## src/rtl/stg_seq.sv

```systemverilog
// Stage sequencer: one-hot stage/stg_clk stepping, power-up core reset, run/halt/step control.
// Two cycles per stage (one more per stalled ph0 cycle); halts only at instruction boundaries.
module stg_seq #(
    parameter int NSTG      = 4,
    parameter int RST_WAIT  = 3,
    parameter int START_RUN = 1
) (
    input  logic            clk,
    input  logic            resetn,
    input  logic            run_req,
    input  logic            halt_req,
    input  logic            step_req,
    input  logic            stall,
    output logic [NSTG-1:0] stage,
    output logic [NSTG-1:0] stg_clk,
    output logic            rst_core,
    output logic            halted,
    output logic            step_ack,
    output logic [15:0]     instr_cnt
);

    localparam int SW = (NSTG > 1) ? $clog2(NSTG) : 1;
    localparam int RW = (RST_WAIT > 1) ? RST_WAIT : 1;
    localparam int CW = (RW > 1) ? $clog2(RW) : 1;
    localparam logic [SW-1:0]   SLAST = SW'(NSTG - 1);
    localparam logic [CW-1:0]   CLAST = CW'(RW - 1);
    localparam logic [NSTG-1:0] ONE   = NSTG'(1);

    typedef enum logic [1:0] {
        S_INIT,
        S_HALT,
        S_RUN,
        S_STEP
    } state_t;

    state_t          state;
    state_t          state_nxt;
    logic [SW-1:0]   sidx;
    logic            ph;
    logic [CW-1:0]   init_cnt;
    logic            halt_pend;
    logic            exec;
    logic            boundary;
    logic            init_done;
    logic            halt_now;

    assign exec      = (state == S_RUN) || (state == S_STEP);
    assign boundary  = exec && ph && (sidx == SLAST);
    assign init_done = (init_cnt == CLAST);
    // A request seen on the boundary cycle itself counts, keeping halt latency within one instruction.
    assign halt_now  = halt_pend || halt_req || !run_req;

    always_ff @(posedge clk or negedge resetn) begin
        if (!resetn) begin
            state <= S_INIT;
        end else begin
            state <= state_nxt;
        end
    end

    always_comb begin
        state_nxt = state;
        case (state)
            S_INIT: begin
                if (init_done) begin
                    state_nxt = (START_RUN != 0) ? S_RUN : S_HALT;
                end
            end
            S_HALT: begin
                if (halt_req) begin
                    state_nxt = S_HALT;
                end else if (step_req) begin
                    state_nxt = S_STEP;
                end else if (run_req) begin
                    state_nxt = S_RUN;
                end
            end
            S_RUN: begin
                if (boundary && halt_now) begin
                    state_nxt = S_HALT;
                end
            end
            S_STEP: begin
                if (boundary) begin
                    state_nxt = S_HALT;
                end
            end
            default: state_nxt = S_INIT;
        endcase
    end

    always_ff @(posedge clk or negedge resetn) begin
        if (!resetn) begin
            init_cnt  <= '0;
            sidx      <= '0;
            ph        <= 1'b0;
            halt_pend <= 1'b0;
            step_ack  <= 1'b0;
            instr_cnt <= 16'd0;
        end else begin
            step_ack <= (state == S_STEP) && boundary;

            if ((state == S_INIT) && !init_done) begin
                init_cnt <= init_cnt + 1'b1;
            end

            // ph1 always advances, so a stall can only stretch the ph0 half of a stage.
            if (exec) begin
                if (!ph) begin
                    if (!stall) begin
                        ph <= 1'b1;
                    end
                end else begin
                    ph   <= 1'b0;
                    sidx <= (sidx == SLAST) ? '0 : sidx + 1'b1;
                end
            end else begin
                ph   <= 1'b0;
                sidx <= '0;
            end

            if (boundary) begin
                instr_cnt <= instr_cnt + 16'd1;
            end

            halt_pend <= (state == S_RUN) && !boundary && (halt_pend || halt_req);
        end
    end

    always_comb begin
        stage    = '0;
        stg_clk  = '0;
        rst_core = (state == S_INIT);
        halted   = (state == S_HALT);
        if (exec) begin
            stage = ONE << sidx;
            if (ph) begin
                stg_clk = ONE << sidx;
            end
        end
    end

endmodule
```

## config.mk

```make
export PLATFORM = sky130hd
export DESIGN_NAME = stg_seq
export DESIGN_NICKNAME = d
export VERILOG_FILES = /design/src/rtl/stg_seq.sv
export SDC_FILE = /design/constraint.sdc
export NUM_CORES = 1
export LEC_CHECK = 0
export BUFFER_PORTS_ARGS = -buffer_cell sky130_fd_sc_hd__clkbuf_2
export CORE_MARGIN = 2
export CORE_UTILIZATION = 55
export DETAILED_ROUTE_END_ITERATION = 12
export PLACE_DENSITY = 0.82
export SLEW_MARGIN = 20
export SYNTH_ARGS = -nofsm -noshare
export SYNTH_HDL_FRONTEND = slang
export SYNTH_SLANG_ARGS = --single-unit
```

## constraint.sdc

```tcl
create_clock -name clk -period 4.3 [get_ports clk]
set_input_delay 0.43 -clock clk [delete_from_list [all_inputs] [get_ports clk]]
set_output_delay 0.43 -clock clk [all_outputs]
set_load 0.01 [all_outputs]
```

**Word-level counts from Yosys, hierarchy flattened**

Cells that the tools add are included.

- Register bits: 25
- Bits in latches: 0
- Memory bits (writable): 0
- Memory bits (read-only): 0
- Output and inout bits: 27
- Word-level logic and storage cells: 52
- Memories kept: 0

- Add/subtract/negate cells: 3
- $mul: 0
- Divide/modulo/power cells: 0
- Order comparisons: 0
- Equal/unequal tests: 10
- Shift-type cells: 1
- Muxes and demuxes: 16
- Bitwise logic cells: 0
- Reduce and logical (&&, ||, !) cells: 15

Operators by type and width:

| kind | number |
|---|---|
| 2-bit 2-to-1 mux | 9 |
| 16-bit by 1-bit adder with 16-bit output (second input constant) | 1 |
| 4-bit 2-to-1 mux | 3 |
| 2-bit == test (second input constant) | 4 |
| 2-bit case mux with 4 select lines | 1 |
| 1-bit logical AND | 7 |
| 2-bit by 1-bit adder with 2-bit output (second input constant) | 2 |
| 2-bit by 1-bit inequality test with 1-bit output (second input constant) | 2 |
| 2-bit inequality test (second input constant) | 2 |
| 4-bit inequality test (second input constant) | 1 |
| 4-bit AND reduction | 1 |
| 1-bit by 2-bit left shift with 4-bit output (first input constant) | 1 |
| 1-bit logical NOT | 3 |
| 1-bit logical OR | 3 |
| 1-bit 2-to-1 mux | 3 |
| 2-bit by 1-bit == test with 1-bit output (second input constant) | 1 |
| 2-bit logical NOT | 1 |

**Logic depth before layout (Yosys ltp)**

- Word-level depth: 7
- Depth in mapped cells: 6
- Gate-level depth less buffers: 6

**Least setup slack after synthesis**

Ideal clock, no wire load.

- Kind: register -> register
- Start: reg sidx[0]
- End: reg instr_cnt[9]
- Setup time: 0.127 ns
- Arrival time: 1.344 ns
- Slack: 2.829 ns
- Cell stages (with the launch flop): 7
- Period minus slack after synthesis: 1.471 ns
- Cells stage by stage: dfrtp_1 -> ha_1 -> nand3_4 -> clkinv_4 -> and4_4 -> and3_4 -> xor2_2

- Cells in the longest elaborated chain, start to end: 2

RTL lines:

| element | RTL line | source |
|---|---|---|
| from (decl) | 38 | `logic [SW-1:0] sidx;` |
| from (signal assigned) | 115 | `sidx <= (sidx == SLAST) ? '0 : sidx + 1'b1;` |
| 2-bit == test | 48 | `assign boundary = exec && ph && (sidx == SLAST);` |
| 1-bit logical AND | 48 |  |
| to (signal assigned) | 123 | `instr_cnt <= instr_cnt + 16'd1;` |
| to (decl) | 19 | `output logic [15:0] instr_cnt` |

Every way passes these cells.
A chain may end at the register's enable or synchronous reset.

**Worst setup path after layout**

- Start: reg sidx[0]
- End: out stg_clk[3]

- Cells in the longest elaborated chain, start to end: 3

RTL lines:

| element | RTL line | source |
|---|---|---|
| 1-bit by 2-bit left shift with 4-bit output | 138 | `stg_clk = ONE << sidx;` |
| 4-bit 2-to-1 mux | 137 | `if (ph) begin` |
| 4-bit 2-to-1 mux | 135 | `if (exec) begin` |
| to (decl) | 15 | `output logic [NSTG-1:0] stg_clk,` |

Every way passes these cells.

==> impl_results.md <==
- Tot GR Track Use: a little under a fifth
- Non-Filler Instances: 172
- Final core utilization: 66.9%
- WS Path Type: reg2out
- Worst-path clk slew: 0.13 ns
- Max Cap Viol: 0
- Clk buf depth: 2
- Ys Warns: 0
- P_leak: 0.000796 uW
- Vias: 890
- Mapped Nets: between 100 and 150
- Inserted Clock Buffers: 3
- Post-CTS Hold Buffers: 0
- Sequential share of power: 50.6%
- Worst R2R Setup Slack: 2.67 ns
- Combinational share of power: 34.6%
- Initial antenna violation count: 0
- Sw Pwr: 251 uW
- PostCTS Resize Cnt: 0
- Share of post-route cells with drive strength above 1: 34.7%
- Clk_skew: slightly below 0.008 ns
- Die Ht: 51.8 um
- R2R depth: 6
- Post-DP HPWL: 1740 um
- Int Pwr: 434 uW
- Slew @ Worst Pin: just over 0.6 ns
- Post-synthesis sequential area ratio: 49.9%
- Final Hold Vio Count: 0
- CP arrival: 1.42 ns
- Area Growth Syn to Fin: 16.8%
- Core Area: 2190 um2
- Yosys top cell by area: dfrtp_1
- Post-route clock period utilization: 43.1%
- Max-slew violations: 0
- Routability cong.: 0.775
- First-pass GRT wire length: roughly 3700 um
- Yosys reg bits: 25
- Placed insts: between 150 and 200
- Fin crit period: 1.85 ns
- Vias in the first global route: 867
- Drt total wl: 2220 um
- Post-route ant nets: 0
- Critical path endpoint category: output port
- Die area: 2680 um2
- Hold crit path type: in2async
- CTS tree: done
- First-pass DRT Iterations: 4
- DRC errors left: 0
- Ports: 33
- Peak Freq: 0.540 GHz
- Root Buffer: clkbuf_4
- Die Wd: 51.8 um
- Worst Path Max Fanout: 7
- Post-Syn Area: 1250 um2
- Switching share of total power: between 30% and 40%
- H-tree Lvls: 1
- Status: finished clean
- Clk Latency, worst-skew pair: slightly above 0.3 ns
- Area contributors post-synth: dfrtp_1 (50%), xnor2_1 (6.3%), ha_1 (6.0%), xor2_1 (4.2%), and3_1 (3.0%)
- Mean Syn Cell Area: 11.4 um2
- Post-synthesis cell type count: 33
- Top-area cell type share of the netlist area: 49.9%
- Pwr/cell area: between 400 and 500 nW/um2
- Final net count: around 160
- Row Count: 17
- Setup TNS: 0 ns
- Grt total ovfl: 0
- Worst vdd ir: 318 uV
- Clock share of power: between 10% and 20%
- Rel. slew slack: 59.5%
- Post-Synthesis Cells: 110
- # Post-CTS Setup Buffers: 0
- Startpoint Class: flip-flop
- Wire per inst: 12.9 um
- RSZ-0062 raised after global routing: false
- Setup violations, final: 0
- Clock sinks: 25
- Vias/cell: a little over 5
- Initial Util: between 50% and 60%
- Largest net degree at the start of global routing: 26
- Port buffer count: 32
- Antenna Cells: 0
- Drt first-iter violations: 14
- Critical path required time: 3.87 ns
## power by group through the flow
stage,Clock (uW),Sequential [uW],Combinational [uW]
CTS,107,346,242
global route,116,356,266
finish,102,346,237
floorplan,0,330,173
global placement,0,347,230
detailed placement,0,351,241
## metal layers
metal | share of wire (%) | global-route usage (%)
met2 | 54 | 34.2
met3 | 2.7 | 2.59
met4 | 0.72 | 7.89
met5 | 0 | 0
met1 | 43 | 22.5
## cell usage in the layout, fill, tap and decap left out, drive strengths merged, types with 2 or more instances in the layout
master	n
a21oi	2
and2	5
and3	9
and4	2
clkbuf	35
clkinv	2
dfrtp	25
ha	6
inv	6
mux2i	2
nand2	4
nand3	7
nand4	3
nor2	9
nor3	2
nor3b	2
xnor2	9
xor2	7
## final cells by class
type / instances / area (um2)
fill: 167 / 724
clock inverter: 1 / 5.00
tap: 28 / 35.0
multi-input combinational: 76 / 587
sequential: 25 / 626
timing repair buffer: 32 / 160
inverter: 7 / 31.3
clock buffer: 3 / 22.5
## worst max-delay path, stage by stage (launching register included)
cell	delay [ns]
dfrtp_1	0.42
ha_1	0.30
nand3_4	0.14
clkinv_4	0.11
clkbuf_2	0.14
## through the flow
step | hold slack (ns) | power [uW] | cell area [um2] | setup slack, ns
finish | 0.0997 | 685 | 1470 | 2.45
global route | 0.127 | 738 | 1470 | 2.34
CTS | 0.118 | 695 | 1470 | 2.42
detailed placement | 0.464 | 592 | 1440 | 2.69
global placement | 0.462 | 578 | 1440 | 2.78
floorplan | 0.134 | 503 | 1250 | 2.83
## synth_stat cells
cell      count
nor2_1        9
nand3_1       6
xnor2_1       9
and2_2        1
nand4_4       1
clkbuf_1      1
nand2_1       4
nor3_1        1
and3_1        6
or2_2         1
dfrtp_1      25
o41a_2        1
xor2_2        1
nand3_4       1
a21oi_1       2
nor3_2        1
and3_2        2
o21a_1        1
nand4_1       2
nor2b_1       1
xor2_1        6
inv_1         6
mux2i_1       2
nor4b_1       1
ha_1          6
clkinv_4      1
and2b_2       1
and2_1        4
and4_4        2
nor3b_1       2
buf_4         1
and3_4        1
o21ai_0       1
## registers in the layout (all words and copies together) (netlist names)
signal and flops:
state 2, step_ack 1, instr_cnt 16, halt_pend 1, sidx 2, ph 1, init_cnt 2
## logic make-up (layout without fill, tap and decap cells)
family,after synthesis,after routing,share of synthesized area [%]
mux,2,2,1.60
buf+inv,9,43,3.39
flops,25,25,49.9
simple gates,47,47,24.6
fa+ha+maj,6,6,5.98
xor+xnor,16,16,11.8
compound gates,5,5,2.79
## worst paths after layout
path,startpoint,end
min in group clk,stall,ph$_DFF_PN0_
worst max-delay path,sidx[0]$_DFFE_PN0P_,stg_clk[3]
max in group asynchronous,resetn,state[0]$_DFFE_PN0P_
worst min register to register,instr_cnt[15]$_DFFE_PN0P_,instr_cnt[15]$_DFFE_PN0P_
worst min-delay path,resetn,halt_pend$_DFF_PN0_
worst max register to register,sidx[0]$_DFFE_PN0P_,instr_cnt[11]$_DFFE_PN0P_
(Power assumes the default switching activity.)
